==> src/rtl/inst_axi_pkg.sv <==
// Shared types and constants for the instruction-fetch AXI read bridge.
// Optional rresp checking is enabled by defining INST_AXI_RRESP_CHK_EN.
package inst_axi_pkg;

  typedef enum logic {
    AR_IDLE = 1'b0,
    AR_BUSY = 1'b1
  } ar_state_e;

  localparam logic [1:0]  AXI_BURST_INCR      = 2'b01;
  localparam logic [7:0]  AXI_LEN_SINGLE      = 8'd0;
  localparam logic [1:0]  AXI_RESP_OKAY       = 2'b00;
  localparam logic [31:0] INST_NOP            = 32'h0340_0000;
  localparam int          MAX_OUTSTANDING_MIN = 1;
  localparam int          MAX_OUTSTANDING_MAX = 3;

  // SRAM-style size code (0/1/2 -> 1/2/4 bytes) maps directly onto AXI arsize.
  function automatic logic [2:0] arsize_of(input logic [1:0] size);
    return {1'b0, size};
  endfunction

endpackage

==> src/rtl/inst_axi_outstanding_ctr.sv <==
// Saturating up/down counter tracking accepted-but-unreturned fetches.
module inst_axi_outstanding_ctr
  import inst_axi_pkg::*;
#(
  parameter int MAX = 2
) (
  input  logic       clk,
  input  logic       reset,
  input  logic       inc,
  input  logic       dec,
  output logic [1:0] cnt,
  output logic       full
);

  localparam logic [1:0] MAX_CNT = 2'(MAX);

  // Simultaneous inc and dec cancel; both directions saturate.
  always_ff @(posedge clk) begin
    if (reset) begin
      cnt <= 2'd0;
    end else if (inc && !dec && (cnt != MAX_CNT)) begin
      cnt <= cnt + 2'd1;
    end else if (dec && !inc && (cnt != 2'd0)) begin
      cnt <= cnt - 2'd1;
    end else begin
      cnt <= cnt;
    end
  end

  assign full = (cnt == MAX_CNT);

endmodule

==> src/rtl/inst_axi_rd_bridge.sv <==
// SRAM-like instruction port to single-ID AXI4 read bridge, in-order, single-beat reads.
// Define INST_AXI_RRESP_CHK_EN to replace error beats with a NOP and flag inst_bus_err.
module inst_axi_rd_bridge
  import inst_axi_pkg::*;
#(
  parameter logic [3:0] ARID            = 4'd0,
  parameter int         MAX_OUTSTANDING = 2
) (
  input  logic        clk,
  input  logic        reset,
  input  logic        inst_sram_req,
  input  logic        inst_sram_wr,
  input  logic [1:0]  inst_sram_size,
  input  logic [31:0] inst_sram_addr,
  input  logic [3:0]  inst_sram_wstrb,
  input  logic [31:0] inst_sram_wdata,
  output logic        inst_sram_addr_ok,
  output logic        inst_sram_data_ok,
  output logic [31:0] inst_sram_rdata,
  output logic [3:0]  arid,
  output logic [31:0] araddr,
  output logic [7:0]  arlen,
  output logic [2:0]  arsize,
  output logic [1:0]  arburst,
  output logic [1:0]  arlock,
  output logic [3:0]  arcache,
  output logic [2:0]  arprot,
  output logic        arvalid,
  input  logic        arready,
  input  logic [3:0]  rid,
  input  logic [31:0] rdata,
  input  logic [1:0]  rresp,
  input  logic        rlast,
  input  logic        rvalid,
  output logic        rready,
  output logic        inst_bus_err
);

  ar_state_e  state;
  logic [1:0] cnt;
  logic       full;
  logic       r_hs;

  assign arid    = ARID;
  assign arlen   = AXI_LEN_SINGLE;
  assign arburst = AXI_BURST_INCR;
  assign arlock  = 2'b00;
  assign arcache = 4'b0000;
  assign arprot  = 3'b000;

  // A full counter blocks acceptance even if a beat retires this cycle.
  assign inst_sram_addr_ok = inst_sram_req & (state == AR_IDLE) & !full & !reset;
  assign rready            = (cnt != 2'd0);
  assign r_hs              = rvalid & rready;
  assign inst_sram_data_ok = r_hs & !reset;

  inst_axi_outstanding_ctr #(
    .MAX (MAX_OUTSTANDING)
  ) u_ctr (
    .clk   (clk),
    .reset (reset),
    .inc   (inst_sram_addr_ok),
    .dec   (r_hs),
    .cnt   (cnt),
    .full  (full)
  );

  // AR channel FSM: one address in flight, held stable until arready.
  always_ff @(posedge clk) begin
    if (reset) begin
      state   <= AR_IDLE;
      arvalid <= 1'b0;
      araddr  <= 32'd0;
      arsize  <= 3'd0;
    end else begin
      case (state)
        AR_IDLE: begin
          if (inst_sram_addr_ok) begin
            araddr  <= inst_sram_addr;
            arsize  <= arsize_of(inst_sram_size);
            arvalid <= 1'b1;
            state   <= AR_BUSY;
          end
        end
        AR_BUSY: begin
          if (arready) begin
            arvalid <= 1'b0;
            state   <= AR_IDLE;
          end
        end
        default: begin
          arvalid <= 1'b0;
          state   <= AR_IDLE;
        end
      endcase
    end
  end

`ifdef INST_AXI_RRESP_CHK_EN
  logic resp_err;
  logic unused_inputs;

  assign resp_err        = (rresp != AXI_RESP_OKAY);
  assign inst_sram_rdata = resp_err ? INST_NOP : rdata;
  assign unused_inputs   = &{1'b0, inst_sram_wr, inst_sram_wstrb, inst_sram_wdata, rid, rlast};

  // Sticky until reset: once the fetch path has seen a bad beat, keep reporting it.
  always_ff @(posedge clk) begin
    if (reset) begin
      inst_bus_err <= 1'b0;
    end else if (inst_sram_data_ok && resp_err) begin
      inst_bus_err <= 1'b1;
    end else begin
      inst_bus_err <= inst_bus_err;
    end
  end
`else
  logic unused_inputs;

  assign inst_sram_rdata = rdata;
  assign inst_bus_err    = 1'b0;
  assign unused_inputs   = &{1'b0, inst_sram_wr, inst_sram_wstrb, inst_sram_wdata, rid, rlast, rresp};
`endif

endmodule

==> config.mk <==
export PLATFORM = sky130hd
export DESIGN_NAME = inst_axi_rd_bridge
export DESIGN_NICKNAME = d
export VERILOG_FILES = /design/src/rtl/inst_axi_pkg.sv /design/src/rtl/inst_axi_outstanding_ctr.sv /design/src/rtl/inst_axi_rd_bridge.sv
export SDC_FILE = /design/constraint.sdc
export NUM_CORES = 1
export LEC_CHECK = 0
export BUFFER_PORTS_ARGS = -buffer_cell sky130_fd_sc_hd__buf_4
export CORE_AREA = 2 2 81 83
export DETAILED_ROUTE_END_ITERATION = 8
export DIE_AREA = 0 0 83 85
export GPL_TIMING_DRIVEN = 0
export PLACE_DENSITY = 0.83
export SLEW_MARGIN = 20
export SYNTH_ARGS = -nofsm -noshare
export SYNTH_HDL_FRONTEND = slang
export SYNTH_SLANG_ARGS = --single-unit
==> constraint.sdc <==
create_clock -name clk -period 1.64 [get_ports clk]
set_clock_uncertainty 0.05 [all_clocks]
set_input_delay 0.328 -clock clk [delete_from_list [all_inputs] [get_ports clk]]
set_output_delay 0.328 -clock clk [all_outputs]
set_load 0.02 [all_outputs]
# Yosys cells after proc, flatten, opt, wreduce, memory -nomap -nowiden
# Cells that the tools add are included.
# word_totals
ram_bits	0
regBits	38
in_bits	115
word_cells	37
latch_bits	0
mem_bits_ro	0
out_inout_bits	95
mem_count	0
# classes
n_reduce_logical	12
bitwise_logic	6
addsub	2
mul	0
shifts	0
mux	8
n_eq_ne	4
div	0
n_lt_le_gt_ge	0
# op_table
op	count
$and 1x1->1	5
$logic_and 1x1->1	4
$logic_not 1->1	4
$mux 1	4
$mux 2	2
$ne 2x2->1 const B	2
$pmux 1 s2	2
$reduce_and 2->1	2
$reduce_bool 2->1	2
$add 2x1->2 const B	1
$eq 2x2->1 const B	1
$ne 2x1->1 const B	1
$sub 2x1->2 const B	1
$not 1->1	1

# Depth between registers and ports, before layout
# Gate-level depths: netlist of the first run.
# logic_depth
word_depth	9
ltp_mapped	5
mapped_depth_nobuf	3

# By module
# From an unflattened synthesis of the first run, not the netlist that was laid out.
# unflattened
cells_unflattened	233
hier_area_um2	2215.9
# by_module_without_submodules
mod	n_inst	seq_area_each_um2	area_each_um2	cells_per_inst
inst_axi_rd_bridge	1	720.7	2097.0	219
inst_axi_outstanding_ctr	1	40.0	118.9	14

# Worst setup path before layout of the first run
# No wires, ideal clock.
# synth_timing
kind	flip-flop to output port
from	register u_ctr.cnt[1]
to	output port inst_sram_addr_ok
arrival_time_ns	1.117
path_buffers	1
path_slack_ns	0.145
stages_incl_launch_ff	4
required_time_ns	1.262
cell_sequence	dfxtp_1 > nor2b_1 > buf_4 > nor3_1
# synth_between
elab_chain_cells	4
# synth_lines
item	line_no	text
start, declared	inst_axi_outstanding_ctr.sv:11	output logic [1:0] cnt,
start signal, assigned	inst_axi_outstanding_ctr.sv:22	cnt <= cnt + 2'd1;
start signal, assigned	inst_axi_outstanding_ctr.sv:24	cnt <= cnt - 2'd1;
start signal, assigned	inst_axi_outstanding_ctr.sv:26	cnt <= cnt;
$eq 2x2->1	inst_axi_outstanding_ctr.sv:30	assign full = (cnt == MAX_CNT);
$logic_not 1->1	inst_axi_rd_bridge.sv:52	assign inst_sram_addr_ok = inst_sram_req & (state == AR_IDLE) & !full & !reset;
$and 1x1->1 (2 in series)	inst_axi_rd_bridge.sv:52	
end, declared	inst_axi_rd_bridge.sv:17	output logic inst_sram_addr_ok,
# Every way passes these cells.

# Worst setup path in the final report of the first run
# layout_timing
from	register state
to	output port inst_sram_addr_ok
# layout_between
elab_chain_cells	4
# layout_lines
item	line_no	text
start, declared	inst_axi_rd_bridge.sv:39	ar_state_e state;
start signal, assigned	inst_axi_rd_bridge.sv:71	state <= AR_IDLE;
start signal, assigned	inst_axi_rd_bridge.sv:82	state <= AR_BUSY;
start signal, assigned	inst_axi_rd_bridge.sv:88	state <= AR_IDLE;
$not 1->1 (no line)	-	
$and 1x1->1 (3 in series)	inst_axi_rd_bridge.sv:52	
# Every way passes these cells.

==> results.json, run 1 <==
{
  "status": "completed",
  "start_kind": "flop",
  "min_path_type": "input port to flop",
  "rows": 29,
  "timing.hold.ws_ns": 0.196,
  "yosysTopAreaCellShare_pct": 38.8,
  "worstPathMaxFanout": 4,
  "seq_area_frac_synth_pct": 38.8,
  "synth_commonest_cells": "buf_4, a21oi_1, dfxtp_1, nand3_1, o21ai_0",
  "multi_input_area_um2": 757,
  "hpwlAfterDp_um": 4240,
  "period_share_pct": 98.1,
  "setup_viol": 0,
  "detail_route.wl_per_cell_um": 12.3,
  "grt_pass1_vias": 1834,
  "syn2layout_area_growth_pct": 58.5,
  "drt-initial-drc-count": 51,
  "fin_setup_tns_ns": 0,
  "rsz0062_at_grt": "true",
  "fp.coreArea_um2": 6200,
  "routed_wl_um": 5630,
  "initial_core_util_pct": 31.6,
  "yosys_warnings": 0,
  "drive_above_1_share_pct": 53.3,
  "die_w_um": 83,
  "postRouteAntennaNets": 0,
  "synth_edf_count": 0,
  "fmax_mhz": 622,
  "cts_buffer_depth": 2,
  "antenna_found_initial": 0,
  "h-tree-depth": 2,
  "timing.max_cap.violations": 0,
  "ys.flop_type": "dfxtp_1",
  "synth.distinct_cells": 21,
  "insertedDiodeCount": 0,
  "synth.area.top_cells": "dfxtp_1, buf_4, a21oi_1",
  "synth_top_area_cell": "dfxtp_1",
  "final-seq-area_um2": 767,
  "place_congestion": 0.696,
  "avgSynthCellArea_um2": 8.24,
  "nets": 496,
  "place.port_buffers": 108,
  "yosysMostFrequentCell": "buf_4",
  "via_count": 2055,
  "cts_tree": "built",
  "reg2reg_slack_ns": 0.17,
  "worst_ep_arrival_time_ns": 1.23,
  "syn_inst": 238,
  "ys_seq_elements": 38,
  "grt_pass1_wl_um": 8710,
  "num_io_pins": 210,
  "hold_buffers": 0,
  "vdd_drop_max_mv": 0.313,
  "fill_cells": 630,
  "die_h_um": 85,
  "grt_usage_pct": 15.1,
  "clock_latency_ns": 0.28,
  "cts_buffers": 5,
  "crit_path_end_kind": "primary output",
  "critical_path_class": "flop to primary output",
  "powerDensity_nw_per_um2": 752,
  "async_flop_share_pct": 0,
  "slew_viol_final": 0,
  "dr.pass1.iters": 4,
  "ctsRootBufferMaster": "clkbuf_8",
  "cts_sinks": 38,
  "path_clk_slew_ns": 0.07,
  "dieArea_um2": 7060,
  "grt_max_degree": 12,
  "grt.overflow.total": 0,
  "drc": 0,
  "syn_area_um2": 1960,
  "avgViaCountPerCell": 4.49,
  "cp.required_ns": 1.26,
  "hold_viol_final": 0,
  "min_period_ns": 1.61,
  "p_leak_nw": 1.56
}
power by group:
group | leakage [nW] | switching [mW] | internal (mW) | total [mW]
sequential | 0.314 | 0.0314 | 0.983 | 1.01
clock | 0.0438 | 0.310 | 0.285 | 0.595
combinational | 1.20 | 0.368 | 0.358 | 0.726
critical path, cell delays in order, from the launching register on:
cell and delay, ns:
dfxtp_4 0.36, nand2b_4 0.13, buf_6 0.12, nor3_4 0.20, buf_6 0.15
metal layers:
metal | global-route usage (%) | up-vias | wire length (um)
met5 | 0 | - | 0
met4 | 3.43 | 0 | 16
met3 | 4.57 | 2 | 507
met2 | 26.8 | 96 | 2960
met1 | 17.9 | 941 | 2150
li1 | - | 1016 | -
logic make-up (layout without fill, tap and decap cells):
| family | Yosys count | count (layout) | share of synthesized area, % |
|---|---|---|---|
| mux | 2 | 2 | 1.08 |
| flops | 38 | 38 | 38.8 |
| buf+inv | 77 | 197 | 28.1 |
| compound gates | 75 | 75 | 19.5 |
| other cells | 2 | 25 | 0.383 |
| simple gates | 44 | 44 | 12.1 |
final cells by class:
| class | instances | area share, % |
|---|---|---|
| Multi-Input combinational cell | 146 | 24.4 |
| Tap cell | 77 | 3.10 |
| Timing Repair Buffer | 113 | 27.4 |
| Buffer | 77 | 17.9 |
| Clock inverter | 2 | 0.322 |
| Sequential cell | 38 | 24.7 |
| Clock buffer | 5 | 2.22 |
cell usage in the layout, fill, tap and decap left out, types with 3 or more instances in the layout:
cell type  synthesis  final
buf_2              8      8
clkbuf_8           0      5
nand3_1           34     34
dfxtp_1           38     35
a21oi_1           38     38
buf_4             67    178
nor2b_1            3      3
o21ai_1            5      5
o21ai_0           29     29
conb_1             2     25
registers in the layout, indices dropped and copies added (netlist names):
signal	cells
arvalid	1
araddr	32
state	1
u_ctr.cnt	2
arsize	2
final timing paths:
kind                              from  depth (start not counted)                        end
max                   state$_SDFF_PP0_                          4          inst_sram_addr_ok
min                            arready                          2       arvalid$_SDFFE_PP0P_
max reg2reg  u_ctr.cnt[1]$_SDFFE_PP0P_                          5  u_ctr.cnt[0]$_SDFFE_PP0P_
min reg2reg    araddr[29]$_SDFFE_PP0P_                          2    araddr[29]$_SDFFE_PP0P_
repair_timing:
| item | in CTS | in global routing |
|---|---|---|
| pin swaps | 1 | 1 |
| setup endpoints to repair | 2 | 1 |
| resized for setup | 7 | 4 |
| setup buffers | 2 | 3 |
stage by stage:
step	power [mW]	worst slack, ns	utilization (%)	area [um^2]	cells
2_1_floorplan	1.46	0.145	-	2050	261
3_3_place_gp	1.73	-0.00670	47.6	2950	446
4_1_cts	2.36	0.0193	49.5	3070	455
3_5_place_dp	1.74	0.0116	47.6	2950	446
5_1_grt	2.47	-0.0299	50.1	3110	458
6_report	2.34	0.0312	50.1	3110	458
Power figures use the tool's default switching activity.
==> run 2: changes to the inputs <==
--- a/config.mk
+++ b/config.mk
@@ -5,10 +5,11 @@
 export SDC_FILE = /design/constraint.sdc
 export NUM_CORES = 1
 export LEC_CHECK = 0
+export ABC_AREA = 1
 export BUFFER_PORTS_ARGS = -buffer_cell sky130_fd_sc_hd__buf_4
-export CORE_AREA = 2 2 81 83
+export CORE_AREA = 2 2 80 82
 export DETAILED_ROUTE_END_ITERATION = 8
-export DIE_AREA = 0 0 83 85
+export DIE_AREA = 0 0 82 84
 export GPL_TIMING_DRIVEN = 0
 export PLACE_DENSITY = 0.83
 export SLEW_MARGIN = 20
==> run 2 against run 1 <==
Net effect: first-iteration DRC count is 7.8% higher; worst setup slack better by 0.038 ns; wire length is 12% lower; sequential power is 25% higher; critical path depth is 1 higher; combinational power is 130% higher; maximum frequency is 2.4% higher; sequential cell count stayed put; clock power is 35% higher; global-route usage is 1.6 points lower; sequential share of layout area is 0.67 points higher; critical path type unchanged; largest power group is now combinational logic; highest routed layer unchanged.
==> results.json, run 2 <==
{
  "cts_buffer_depth": 2,
  "async_flop_share_pct": 0,
  "postRouteAntennaNets": 0,
  "antenna_found_initial": 0,
  "rows": 29,
  "status": "completed",
  "syn_inst": 243,
  "postCtsSetupBuffers": 0,
  "grt_pass1_vias": 1683,
  "fmax_mhz": 637,
  "fin_ws_ns": 0.0691,
  "place.port_buffers": 108,
  "ctsRootBufferMaster": "clkbuf_8",
  "min_path_type": "input port to flop",
  "initial_core_util_pct": 31.1,
  "ys_seq_elements": 38,
  "yosysTopAreaCellShare_pct": 40.2,
  "worstPathMaxFanout": 5,
  "final_cell_mix": "buf_4, nor2_1, dfxtp_1, o21ai_0, conb_1",
  "avgSynthCellArea_um2": 7.79,
  "vdd_drop_max_mv": 0.551,
  "cts_sinks": 38,
  "grt_max_degree": 12,
  "critical_path_class": "flop to primary output",
  "cp.required_ns": 1.26,
  "timing.max_cap.violations": 0,
  "routed_wl_um": 4980,
  "place_congestion": 0.681,
  "fin_setup_tns_ns": 0,
  "fin_area_um2": 3010,
  "yosysMostFrequentCell": "nor2_1",
  "slew_viol_final": 0,
  "cts_tree": "built",
  "hold_viol_final": 0,
  "drive_above_1_share_pct": 49.9,
  "cts_buffers": 5,
  "fp.coreArea_um2": 6100,
  "place_ws_ns": 0.185,
  "powerDensity_nw_per_um2": 1240,
  "syn2layout_area_growth_pct": 58.8,
  "dieArea_um2": 6890,
  "pwr-share-seq_pct": 33.8,
  "drc": 0,
  "die_w_um": 82,
  "syn_area_um2": 1890,
  "largest_reg_flops": 32,
  "switching_share_pct": 37.1,
  "die_h_um": 84,
  "rsz0062_at_grt": "false",
  "layout_commonest_cell": "buf_4",
  "synth_edf_count": 0,
  "period_share_pct": 95.8,
  "path_clk_slew_ns": 0.07,
  "hpwlAfterDp_um": 3950,
  "dr.pass1.iters": 4,
  "ys.flop_type": "dfxtp_1",
  "largest_register": "araddr",
  "synth.area.top_cells": "dfxtp_1, buf_4, nor2_1",
  "crit_path_end_kind": "primary output",
  "grt_usage_pct": 13.5,
  "synth.distinct_cells": 23,
  "drt-initial-drc-count": 55,
  "start_kind": "flop",
  "setup_viol": 0,
  "h-tree-depth": 2,
  "synth_top_area_cell": "dfxtp_1",
  "grt.overflow.total": 0,
  "num_io_pins": 210,
  "min_period_ns": 1.57,
  "grt_pass1_wl_um": 7310,
  "p_comb_share_pct": 44.6,
  "reg_top3": "araddr: 32 flops, arsize: 2 flops, u_ctr.cnt: 2 flops",
  "p_leak_nw": 1.63,
  "internal_power_mw": 2.34,
  "worst_ep_arrival_time_ns": 1.19,
  "via_count": 1857,
  "avgViaCountPerCell": 4.05,
  "cts_repair_resize_count": 0,
  "insertedDiodeCount": 0,
  "nets": 496,
  "detail_route.wl_per_cell_um": 10.9,
  "synth_commonest_cells": "nor2_1, buf_4, dfxtp_1, o21ai_0, o21ai_1",
  "p_clk_share_pct": 21.6,
  "placed_cell_area_um2": 2890,
  "p_sw_mw": 1.38,
  "seq_area_frac_synth_pct": 40.2,
  "yosys_warnings": 0,
  "hold_buffers": 0,
  "clock_latency_ns": 0.28
}
## run 2: cell types whose count changed after synthesis, moves of 5 or more
| cell | change |
|---|---|
| a21oi_1 | -37 |
| buf_2 | -8 |
| buf_4 | -9 |
| buf_6 | +6 |
| inv_1 | +5 |
| nand2_1 | +8 |
| nand3_1 | -31 |
| nor2_1 | +72 |
## run 2: kinds of logic (layout without fill, tap and decap cells)
family,count (synthesis),count (layout),synth area share (%)
simple gates,89,89,19.7
buf+inv,76,191,29.2
compound gates,38,38,10.5
flops,38,38,40.2
other cells,2,25,0.397
## run 2: final cells by class
type / instances / area, um^2
Buffer: 67 / 514
Clock buffer: 6 / 82.6
Clock inverter: 1 / 30.0
Fill cell: 614 / 3090
Inverter: 9 / 38.8
Multi-Input combinational cell: 152 / 671
Sequential cell: 38 / 762
Tap cell: 77 / 96.3
Timing Repair Buffer: 108 / 811
## run 2: layer usage
layer	routed length, um	GRT usage (%)	part of all wire [%]	up-vias
li1	-	-	-	948
met3	644	5.09	13	6
met5	0	0	0	-
met1	1760	13.6	35	803
met4	59	4.85	1.2	0
met2	2520	24.5	51	100
## run 2: power by group through the flow
stage	Combinational, mW	Sequential (mW)	Clock [mW]
2_1_floorplan	0.845	1.49	0
3_3_place_gp	1.64	1.26	0
3_5_place_dp	1.67	1.27	0
4_1_cts	1.67	1.26	0.834
5_1_grt	1.81	1.28	0.871
6_report	1.66	1.26	0.803
## run 2: path summary, 6_finish.rpt
check                                               start                         to  slack [ns]  cells after the start
worst max-delay path            u_ctr.cnt[0]$_SDFFE_PP0P_          inst_sram_data_ok        0.07                      5
worst min register to register       arvalid$_SDFFE_PP0P_       arvalid$_SDFFE_PP0P_        0.43                      2
worst min-delay path                                reset  u_ctr.cnt[1]$_SDFFE_PP0P_        0.16                      2
worst max register to register           state$_SDFF_PP0_    araddr[30]$_SDFFE_PP0P_        0.41                      7
## run 2: through the flow
stage / util (%) / instances / hold slack (ns) / power [mW]
detailed placement: 47.4 / 451 / 0.413 / 2.94
global placement: 47.4 / 451 / 0.423 / 2.90
floorplan: - / 266 / 0.340 / 2.33
CTS: 49.2 / 458 / 0.159 / 3.76
global route: 49.3 / 458 / 0.153 / 3.96
finish: 49.3 / 458 / 0.164 / 3.72
## run 2: worst max-delay path, cell delays in order, from the launching register on
cell	delay, ns
dfxtp_1	0.39
inv_2	0.08
nand2_1	0.09
nand2_1	0.10
nor2_1	0.10
buf_4	0.15
